[src/rtl/redmule_x_buffer_ctrl.sv]
// redmule_x_buffer_ctrl: sequences X-buffer tile loads, pad setup and column shifts for a programmed number of tiles per job.
module redmule_x_buffer_ctrl #(
  parameter  int unsigned DW        = 256,
  parameter  int unsigned BITW      = 16,
  parameter  int unsigned W         = 12,
  parameter  int unsigned H         = 4,
  parameter  int unsigned TOT_DEPTH = H * (DW / (H * BITW)),
  parameter  int unsigned TILE_W    = 16,
  localparam int unsigned WW        = $clog2(W) + 1,
  localparam int unsigned HW        = $clog2(TOT_DEPTH) + 1
) (
  input  logic              clk_i,
  input  logic              rst_ni,
  input  logic              clear_i,
  input  logic              start_i,
  input  logic [WW-1:0]     cfg_width_i,
  input  logic [HW-1:0]     cfg_height_i,
  input  logic [TILE_W-1:0] cfg_tiles_i,
  input  logic              x_valid_i,
  output logic              x_ready_o,
  input  logic              shift_req_i,
  output logic              shift_gnt_o,
  input  logic              full_i,
  input  logic              empty_i,
  output logic              load_o,
  output logic              pad_setup_o,
  output logic              h_shift_o,
  output logic              rst_w_index_o,
  output logic [WW-1:0]     width_o,
  output logic [HW-1:0]     height_o,
  output logic              busy_o,
  output logic              done_o,
  output logic              err_o,
  output logic [TILE_W-1:0] tile_cnt_o
);
  typedef enum logic [2:0] {IDLE, LOAD, SETUP, STREAM, DONE} state_e;
  localparam logic [WW-1:0] W_MAX = WW'(W);
  localparam logic [HW-1:0] H_MAX = HW'(TOT_DEPTH);
  state_e            state_q, state_d;
  logic [WW-1:0]     width_q, width_d;
  logic [HW-1:0]     height_q, height_d, shift_cnt_q, shift_cnt_d;
  logic [TILE_W-1:0] tiles_q, tiles_d, tile_cnt_q, tile_cnt_d;
  logic              err_q, err_d;
  logic              illegal, last_shift, last_tile;
  assign illegal    = (cfg_width_i == '0) || (cfg_width_i > W_MAX) ||
                      (cfg_height_i == '0) || (cfg_height_i > H_MAX) || (cfg_tiles_i == '0);
  assign last_shift = shift_cnt_q == height_q - HW'(1);
  assign last_tile  = tile_cnt_q + TILE_W'(1) == tiles_q;
  always_comb begin
    state_d     = state_q;
    width_d     = width_q;
    height_d    = height_q;
    tiles_d     = tiles_q;
    shift_cnt_d = shift_cnt_q;
    tile_cnt_d  = tile_cnt_q;
    err_d       = 1'b0;
    case (state_q)
      IDLE: if (start_i) begin
        if (illegal) err_d = 1'b1;
        else begin
          width_d     = cfg_width_i;
          height_d    = cfg_height_i;
          tiles_d     = cfg_tiles_i;
          shift_cnt_d = '0;
          tile_cnt_d  = '0;
          state_d     = LOAD;
        end
      end
      LOAD: state_d = (x_valid_i && full_i) ? SETUP : LOAD;
      SETUP: begin
        shift_cnt_d = '0;
        state_d     = STREAM;
      end
      STREAM: if (shift_req_i) begin
        shift_cnt_d = shift_cnt_q + HW'(1);
        // the buffer must report empty exactly on the tile's final column
        if (last_shift != empty_i) begin
          err_d   = 1'b1;
          state_d = IDLE;
        end else if (last_shift) begin
          tile_cnt_d = tile_cnt_q + TILE_W'(1);
          state_d    = last_tile ? DONE : LOAD;
        end
      end
      DONE: state_d = IDLE;
      default: state_d = IDLE;
    endcase
    if (clear_i) begin
      state_d     = IDLE;
      width_d     = '0;
      height_d    = '0;
      tiles_d     = '0;
      shift_cnt_d = '0;
      tile_cnt_d  = '0;
      err_d       = 1'b0;
    end
  end
  always_ff @(posedge clk_i or negedge rst_ni) begin
    if (!rst_ni) begin
      state_q     <= IDLE;
      width_q     <= '0;
      height_q    <= '0;
      tiles_q     <= '0;
      shift_cnt_q <= '0;
      tile_cnt_q  <= '0;
      err_q       <= 1'b0;
    end else begin
      state_q     <= state_d;
      width_q     <= width_d;
      height_q    <= height_d;
      tiles_q     <= tiles_d;
      shift_cnt_q <= shift_cnt_d;
      tile_cnt_q  <= tile_cnt_d;
      err_q       <= err_d;
    end
  end
  assign x_ready_o     = state_q == LOAD;
  assign load_o        = x_ready_o && x_valid_i;
  assign shift_gnt_o   = (state_q == STREAM) && shift_req_i;
  assign h_shift_o     = shift_gnt_o;
  assign pad_setup_o   = state_q == SETUP;
  assign rst_w_index_o = pad_setup_o;
  assign busy_o        = state_q != IDLE;
  assign done_o        = state_q == DONE;
  assign err_o         = err_q;
  assign width_o       = width_q;
  assign height_o      = height_q;
  assign tile_cnt_o    = tile_cnt_q;
endmodule

[config.mk]
export PLATFORM = sky130hd
export DESIGN_NAME = redmule_x_buffer_ctrl
export DESIGN_NICKNAME = d
export VERILOG_FILES = /design/src/rtl/redmule_x_buffer_ctrl.sv
export SDC_FILE = /design/constraint.sdc
export NUM_CORES = 1
export LEC_CHECK = 0
export ABC_AREA = 1
export CORE_MARGIN = 2
export CORE_UTILIZATION = 30
export DETAILED_ROUTE_END_ITERATION = 7
export SETUP_SLACK_MARGIN = 0.4
export SYNTH_ARGS = -nofsm -noshare
export SYNTH_HDL_FRONTEND = slang
export SYNTH_SLANG_ARGS = --single-unit
[constraint.sdc]
create_clock -name clk_i -period 3.5 [get_ports clk_i]
set_clock_uncertainty 0.2 [all_clocks]
set_input_delay 0.7 -clock clk_i [delete_from_list [all_inputs] [get_ports clk_i]]
set_output_delay 0.7 -clock clk_i [all_outputs]
set_load 0.1 [all_outputs]
==> results of run 1 <==
==> area by class of cell <==
type,count,area [um2]
well taps,140,175
inverters,83,314
clock buffers,5,125
multi-input cells,338,1770
fillers,1141,6670
clock inverters,2,37.5
repair buffers,72,618
flip-flops and latches,51,1280
==> layout by cell type (no fill, tap or decap), types with 3 or more instances in the layout <==
cell             count
a21oi_1             10
buf_4               39
clkbuf_16            5
clkdlybuf4s50_1     32
dfrtp_1             51
ha_1                 3
inv_1               80
nand2_1            128
nand2_2              3
nand3_1             45
nand4_1             30
nor2_1              41
nor2_2               6
nor2_4               3
nor3_1               3
nor3b_1              3
o21ai_0             10
o22ai_1             22
xnor2_1              7
xor2_1               4
==> routing by layer <==
| layer | up-vias | track usage |
|---|---|---|
| met5 | - | 0 |
| met2 | 104 | 0.246 |
| met1 | 1569 | 0.220 |
| li1 | 1706 | - |
| met4 | 0 | 0.0433 |
| met3 | 10 | 0.0279 |
==> registers in the layout, summed over array words and instances (netlist names) <==
| register | cells |
|---|---|
| state_q | 3 |
| shift_cnt_q | 5 |
| width_o | 5 |
| tile_cnt_o | 16 |
| height_o | 5 |
| err_o | 1 |
| tiles_q | 16 |
==> stage by stage <==
step | util | hold slack (ns) | instances | setup TNS, ns | instance area (um2)
after floorplan | - | 0.204 | 485 | -0.0441 | 3430
after global placement | 0.378 | 0.289 | 684 | 0 | 4160
after detailed placement | 0.378 | 0.291 | 684 | 0 | 4160
after CTS | 0.393 | 0.308 | 691 | 0 | 4320
after global routing | 0.393 | 0.333 | 691 | 0 | 4320
final | 0.393 | 0.313 | 691 | 0 | 4320
==> worst max-delay path by stage <==
stage | from | to | slack (ns) | cells after the start
4_1_cts | clear_i | tile_cnt_o[2] | 0.68 | 8
5_1_grt | clear_i | tile_cnt_o[2] | 0.42 | 8
2_1_floorplan | state_q[1] | load_o | -0.04 | 2
3_5_place_dp | clear_i | tile_cnt_o[2] | 0.38 | 8
6_report | clear_i | tile_cnt_o[2] | 0.66 | 8
3_3_place_gp | clear_i | tile_cnt_o[10] | 0.50 | 8
==> logic make-up after synthesis <==
family,count (synthesis),share of synthesized area
AO/OA/AOI/OAI,50,0.0889
adder cells (fa/ha/maj),3,0.0110
flip-flops,51,0.373
XOR/XNOR,13,0.0413
buffers and inverters,96,0.114
AND/OR/NAND/NOR,272,0.371
==> tightest hold or removal path, delay by kind of cell, from the launching register on <==
kind / cells / cell delay [ns]
buf+inv: 1 / 0.05
flops: 1 / 0.39
simple gates: 1 / 0.04
==> power by group through the flow <==
stage,clock network [mW],logic (mW),registers [mW]
after floorplan,0,0.548,0.745
after global placement,0,0.793,0.666
after detailed placement,0,0.802,0.667
after CTS,0.566,0.803,0.656
after global routing,0.584,0.860,0.661
final,0.554,0.800,0.656
==> summary.txt, run 1 <==
VDD IR-drop max = 485 uV
Status = completed
Post-layout min period = 2.84 ns
Slowest cell on crit path = clkdlybuf4s50_1
Share of cells above drive strength 1 = 0.134
Core Box Area = 0.0110 mm2
Vias per cell = 4.90
Die width = 111 um
Via Count = 3,389
Worst Path Max Fanout = 19
Worst slew margin = 0.417
DPL Wire Length = 7650 um
Post-CTS Resized = 0
Max Freq = 0.352 GHz
Antenna viol nets, final = 0
PD cells = 466 mW/mm2
Max-Cap Viols = 0
Sequential share of power = 0.326
Clk pwr share = 0.276
Number of cell rows = 38
Area leader, netlist = dfrtp_1
Hold violation total from the final report = 0
Syn Inst Count = 485
Seq/Total Area, Yosys = 0.373
Diodes inserted = 0
Tot Pwr = 2.01 mW
Initial core utilization = 0.311
Tightest Pin Transition = 0.874 ns
P_leak = 2.05 nW
Max stage delay on crit path = 0.56 ns
Root Driver = clkbuf_16
Reg2Reg Depth = 11
Syn_area_per_cell = 7.05 um2
Num CTS Buffers = 5
Synth area leaders = dfrtp_1 (37%), nand2_1 (14%), inv_1 (8.8%)
Maximum root-to-sink buffer count = 2
RSZ-0062 raised after global routing = no
Postcts setup bufs = 0
CTS tree = built
# nets final = 588
Total die area = 0.0123 mm2
First-pass GRT wire length = 15,900 um
Post-synth top flop = dfrtp_1
Arr. time, crit path = 2.81 ns
CP Cell Sequence = clkdlybuf4s50_1, inv_1, nand2_4, inv_2, nand2_1, nand3_4, nand2_1, nand2_1
Worst slack, placed = 0.376 ns
Gr usage total = 0.156
Initial antenna violation count = 0
DR iter-0 viols = 184
Yosys warnings = 0
Hold_sp = width_o[4]
Wire per inst = 14.0 um
Combinational fraction of design power = 0.398
Port bufs = 68
Mapped cell area = 0.00342 mm2
Sw Ratio = 0.429
EDFF count, synth = 0
Crit path buf inv count = 3
R2R Path End = tile_cnt_o[2]
Setup violations, final = 0
Largest net degree at the start of global routing = 39
GR Overflow Total = 0
Synthesized flop and latch total = 51
Wire length on met1 = 4640 um
R2r setup slk = 0.92 ns
Vias in the first global route = 3,225
Pint = 1.15 mW
Final worst path period share = 0.811
Cell with the most instances after synthesis = nand2_1
Top routing layer in use = met4
Hold depth = 2
Slew Viols, Final = 0
CTS clk-pin slew, worst paths = 0.07 ns
Met3 routed WL = 506 um
Async SR Flop Fraction = 1.00
Routability cong. = 0.919
Top post-synthesis cells by count = nand2_1 (128), inv_1 (80), dfrtp_1 (51)
Cell mode on critical path = nand2_1
Ports = 69
Remaining DRCs = 0
Setup ws final = 0.661 ns
Later-pin clock latency in the skew report = 0.29 ns
Pre-antenna DRT Iters = 5
Endpoint class of the critical path = flop
Yosys cell types = 37
Yosys top cell area share = 0.373
Hold buffer count at cts = 0
Final wirelength = 9700 um
H-tree depth = 2
Switching power = 0.863 mW
Worst Hold Class = flop to flop
Worst EP required = 3.47 ns
Hold worst-path end = width_o[4]
Met2 wire length = 4430 um
Worst path top cell family by delay = simple AND/OR/NAND/NOR gates
Syn Nets = 522
Crit start category = input pin
# clock sinks = 51
Critical path class = input pin to flop
R2R Path Start = height_o[0]
Syn-to-layout area delta = 26.2%
Die height = 111 um
Note: power is estimated with default switching activity, not from simulation.
==> run 2: changes to the inputs <==
clock period = 2.5 ns   (was 3.5 ns; I/O delays follow)
==> summary.txt, run 2 (synthesis results as in run 1) <==
Status = completed
Core Box Area = 0.0110 mm2 (unchanged)
Crit path buf inv count = 2 (-1)
Number of cell rows = 38 (unchanged)
Ports = 69 (unchanged)
Post-layout min period = 2.26 ns
Via Count = 3,583 (+5.7%)
Final wirelength = 10,500 um (+8.4%)
Levels on crit path = 11 (+3)
VDD IR-drop max = 295 uV (-39%)
Worst EP required = 2.53 ns (-0.94 ns)
Reg2Reg Depth = 11 (unchanged)
# nets final = 627 (+6.6%)
Worst Hold Class = flop to flop
RSZ-0062 raised after global routing = yes
Hold violation total from the final report = 0 (unchanged)
Worst path top cell family by delay = simple AND/OR/NAND/NOR gates
Finished Core Util = 0.462 (+0.0689)
Final worst path period share = 0.905
Total die area = 0.0123 mm2 (unchanged)
Multi-input logic area = 0.00201 mm2 (+13%)
Share of cells above drive strength 1 = 0.299 (+0.165)
Hold depth = 2 (unchanged)
Maximum root-to-sink buffer count = 2 (unchanged)
Commonest non-fill, non-tap cell in the layout = nand2_1
CTS clk-pin slew, worst paths = 0.08 ns (about the same)
Routability cong. = 0.876 (-4.8%)
Area after DPL = 0.00448 mm2 (+7.7%)
Root Driver = clkbuf_16
Hold Slack = 0.293 ns (-0.0206 ns)
Die height = 111 um (unchanged)
Wire per inst = 14.4 um (+2.5%)
Worst slew margin = 0.707 (+0.289)
Filler Cell Count = 1,049 (-8.1%)
CTS tree = built
Dpl cells = 691 (+1.0%)
Initial antenna violation count = 0 (unchanged)
# clock sinks = 51 (unchanged)
DR iter-0 viols = 202 (+9.8%)
Arr. time, crit path = 2.29 ns (-0.52 ns)
Max Freq = 0.442 GHz
Initial core utilization = 0.311 (unchanged)
Largest net degree at the start of global routing = 36 (-7.7%)
Remaining DRCs = 0 (unchanged)
GR Overflow Total = 0 (unchanged)
Syn-to-layout area delta = 48.4%
Num CTS Buffers = 5 (unchanged)
Diodes inserted = 0 (unchanged)
Setup violations, final = 0 (unchanged)
CP Cell Sequence = inv_4, ha_4, xnor2_1, a21oi_1, o21ai_1, nor2_2, nand2_2, nand2_2, buf_4, nand4_1, nand2_1
Worst Path Max Fanout = 16 (-3)
Vias per cell = 4.90 (about the same)
Fin cells = 731 (+5.8%)
Later-pin clock latency in the skew report = 0.29 ns (about the same)
Antenna viol nets, final = 0 (unchanged)
Endpoint class of the critical path = flop
Fin area = 0.00507 mm2 (+18%)
Tightest Pin Transition = 0.440 ns (-0.434 ns)
Slowest cell on crit path = dfrtp_4
H-tree depth = 2 (unchanged)
DPL Wire Length = 7480 um (-2.3%)
Vias in the first global route = 3,458 (+7.2%)
Pre-antenna DRT Iters = 4 (-1)
Crit start category = flop
Slew Viols, Final = 0 (unchanged)
First-pass GRT wire length = 16,900 um (+6.4%)
Max stage delay on crit path = 0.50 ns (-0.06 ns)
Max-Cap Viols = 0 (unchanged)
Gr usage total = 0.167 (+0.0105)
Seq. cell area = 0.00133 mm2 (+4.0%)
PD cells = 668 mW/mm2 (+43%)
Most frequent cells in the layout = nand2_1 (119), inv_1 (66), buf_4 (60), nand3_1 (40), nor2_1 (35)
Port bufs = 68 (unchanged)
Critical path class = flop to flop
Cell mode on critical path = nand2_2
Die width = 111 um (unchanged)
P_leak = 2.34 nW (+14%)
## run 2: worst paths after layout
path,from,to,slack [ns]
min reg2reg,width_o[4],width_o[4],0.29
min in group asynchronous,rst_ni,width_o[4],0.47
max reg2reg,height_o[1],tile_cnt_o[4],0.24
min,width_o[4],width_o[4],0.29
max,height_o[1],tile_cnt_o[4],0.24
max in group asynchronous,rst_ni,tile_cnt_o[10],1.05
## run 2: tightest hold or removal path: stages (launching register included)
cell,delay (ns)
dfrtp_1,0.38
inv_1,0.05
nor2_1,0.04
## run 2: final cells by class
class | instances | share of cell area
inverters | 83 | 0.0653
well taps | 140 | 0.0345
multi-input cells | 341 | 0.395
clock inverters | 3 | 0.00912
clock buffers | 5 | 0.0247
flip-flops and latches | 51 | 0.262
repair buffers | 108 | 0.210
## run 2: what timing repair did
action                                  4_1_cts  5_1_grt
endpoints found under the setup margin       36       57
hold endpoints to repair                     16        0
buffers inserted                             12       16
cloned                                        2        1
pin swaps                                    21       23
resized for setup                            17       41
hold buffers                                  1        0
## run 2: power breakdown
| part | switching, mW | internal (mW) |
|---|---|---|
| clock network | 0.331 | 0.477 |
| registers | 0.0454 | 0.877 |
| logic | 1.05 | 0.608 |
| total | 1.43 | 1.96 |
## run 2: per-layer routing
layer,share of wire,global-route usage,vias up
met2,0.47,0.279,120
li1,-,-,1793
met1,0.46,0.224,1664
met3,0.061,0.0328,6
met4,0.0061,0.0350,0
met5,0,0,-
## run 2: metrics by stage
| step | setup TNS (ns) | worst slack (ns) | power [mW] |
|---|---|---|---|
| 6_report | 0 | 0.236 | 3.39 |
| 3_3_place_gp | 0 | 0.0222 | 2.27 |
| 5_1_grt | 0 | 0.0923 | 3.54 |
| 2_1_floorplan | 0 | 0.0256 | 1.87 |
| 4_1_cts | 0 | 0.233 | 3.25 |
| 3_5_place_dp | -0.303 | -0.0545 | 2.29 |
==> run 3: changes to the inputs <==
CORE_MARGIN = not set   (was 2)
==> summary.txt, run 3 (synthesis results as in run 1) <==
Area after DPL = 0.00448 mm2 (about the same)
Routability cong. = 0.856 (-2.2%)
Worst Path Max Fanout = 8 (-8)
Worst Hold Class = input pin to flop
Filler Cell Count = 1,061 (+1.1%)
Top routing layer in use = met4
Most frequent cells in the layout = nand2_1 (114), inv_1 (69), buf_4 (56), nand3_1 (40), nor2_1 (35)
Final worst path period share = 0.916 (+0.0110)
Remaining DRCs = 0 (unchanged)
RSZ-0062 raised after global routing = yes
Tot Pwr = 3.45 mW (+1.9%)
Worst EP required = 2.49 ns (-0.04 ns)
# nets final = 632 (+0.80%)
GR Overflow Total = 0 (unchanged)
Final wirelength = 10,800 um (+2.4%)
Ports = 69 (unchanged)
Met3 routed WL = 593 um (-7.9%)
Met2 wire length = 5030 um (+1.9%)
Gr usage total = 0.180 (+0.0138)
Wire per inst = 14.6 um (+1.7%)
Worst slack, placed = -0.0459 ns (+0.00862 ns)
Num CTS Buffers = 5 (unchanged)
Hold violation total from the final report = 0 (unchanged)
Port bufs = 68 (unchanged)
DPL Wire Length = 7550 um (+0.98%)
Fin area = 0.00518 mm2 (+2.0%)
Slowest cell on crit path = dfrtp_4
Total die area = 0.0118 mm2 (-3.6%)
VDD IR-drop max = 392 uV (+33%)
Post-layout min period = 2.29 ns (+0.0276 ns)
Vias in the first global route = 3,477 (+0.55%)
CP Cell Sequence = inv_4, ha_4, xnor2_1, a21oi_1, o21ai_1, nor2_2, nand2_2, nand2_2, nand3_4, nand2_8, nand3_4, nand2_1, nand2_1
Endpoint class of the critical path = flop
Die height = 109 um (-1.8%)
Initial core utilization = 0.311 (unchanged)
CTS tree = built
Critical path class = flop to flop
Die width = 109 um (-1.8%)
Multi-input logic area = 0.00201 mm2 (+0.31%)
Largest net degree at the start of global routing = 37 (+2.8%)
PD cells = 667 mW/mm2 (about the same)
Hold Slack = 0.290 ns (-0.00242 ns)
Seq. cell area = 0.00133 mm2 (unchanged)
Slew Viols, Final = 0 (unchanged)
# clock sinks = 51 (unchanged)
Antenna viol nets, final = 0 (unchanged)
Crit start category = flop
Max stage delay on crit path = 0.51 ns (about the same)
Setup ws final = 0.209 ns (-0.0276 ns)
Initial antenna violation count = 0 (unchanged)
Share of cells above drive strength 1 = 0.310 (+0.0109)
Tightest Pin Transition = 0.437 ns (-0.00325 ns)
Setup TNS Final = 0 ns (unchanged)
Number of cell rows = 38 (unchanged)
Status = completed
Via Count = 3,671 (+2.5%)
Root Driver = clkbuf_16
CTS clk-pin slew, worst paths = 0.08 ns (about the same)
Arr. time, crit path = 2.28 ns (about the same)
Max-Cap Viols = 0 (unchanged)
Max Freq = 0.436 GHz (-1.2%)
P_leak = 2.41 nW (+3.0%)
Diodes inserted = 0 (unchanged)
H-tree depth = 2 (unchanged)
Later-pin clock latency in the skew report = 0.30 ns (about the same)
Pre-antenna DRT Iters = 4 (unchanged)
Maximum root-to-sink buffer count = 2 (unchanged)
Commonest non-fill, non-tap cell in the layout = nand2_1
Setup violations, final = 0 (unchanged)
First-pass GRT wire length = 16,800 um (-1.1%)
Core Box Area = 0.0110 mm2 (unchanged)
Wire length on met1 = 4970 um (+2.0%)
Vias per cell = 4.99 (+1.8%)
Worst slew margin = 0.709 (+0.00217)
Syn-to-layout area delta = 51.3%
DR iter-0 viols = 189 (-6.4%)
-- run 3: changes by cell type in the layout (fill, tap and decap cells not counted), moves of 4 or more --
cell             before  now
clkdlybuf4s50_1      26   22
inv_2                13    8
buf_4                60   56
nand2_1             119  114
dlymetal6s2s_1        6   10
nand2_2              10   15
buf_6                 2    7
-- run 3: path summary, 6_finish.rpt --
check                           startpoint       endpoint  slack [ns]  cells after the start
max                            height_o[0]  tile_cnt_o[8]        0.21                     13
min                        cfg_height_i[3]    height_o[3]        0.29                      3
max in group asynchronous           rst_ni  tile_cnt_o[6]        1.07                      3
min reg2reg                     width_o[4]     width_o[4]        0.31                      2
max reg2reg                    height_o[0]  tile_cnt_o[8]        0.21                     13
min in group asynchronous           rst_ni     width_o[2]        0.47                      2
-- run 3: where the power goes --
part / internal, mW / switching (mW) / total (mW)
combinational: 0.640 / 1.04 / 1.68
clock: 0.505 / 0.336 / 0.841
sequential: 0.877 / 0.0529 / 0.930
-- run 3: routing by layer --
| metal | global-route usage | vias to the layer above |
|---|---|---|
| met5 | 0 | - |
| met3 | 0.0353 | 15 |
| met4 | 0.0569 | 0 |
| li1 | - | 1793 |
| met1 | 0.240 | 1752 |
| met2 | 0.294 | 111 |
-- run 3: critical path, delay by kind of cell, from the launching register on --
family,cells,cell delay (ns)
AND/OR/NAND/NOR,8,0.89
flip-flops,1,0.51
AO/OA/AOI/OAI,2,0.21
adder cells (fa/ha/maj),1,0.19
XOR/XNOR,1,0.11
buffers and inverters,1,0.07
-- run 3: stage by stage --
| step | utilization | cells |
|---|---|---|
| finish | 0.471 | 736 |
| global placement | 0.408 | 693 |
| global route | 0.471 | 736 |
| CTS | 0.445 | 718 |
| floorplan | - | 485 |
| detailed placement | 0.408 | 693 |
-- run 3: cell type report --
type / count / share of cell area
clock buffers: 6 / 0.0268
clock inverters: 2 / 0.00749
inverters: 83 / 0.0636
multi-input cells: 340 / 0.389
flip-flops and latches: 51 / 0.256
well taps: 140 / 0.0338
repair buffers: 114 / 0.223
-- run 3: timing repair --
| item | in CTS | in global routing |
|---|---|---|
| hold buffers | 1 | 0 |
| endpoints found under the hold margin | 15 | 0 |
| endpoints found under the setup margin | 52 | 57 |
| resized for setup | 19 | 53 |
| pin swaps | 27 | 31 |
| gates cloned | 3 | 3 |
| setup buffers | 13 | 15 |
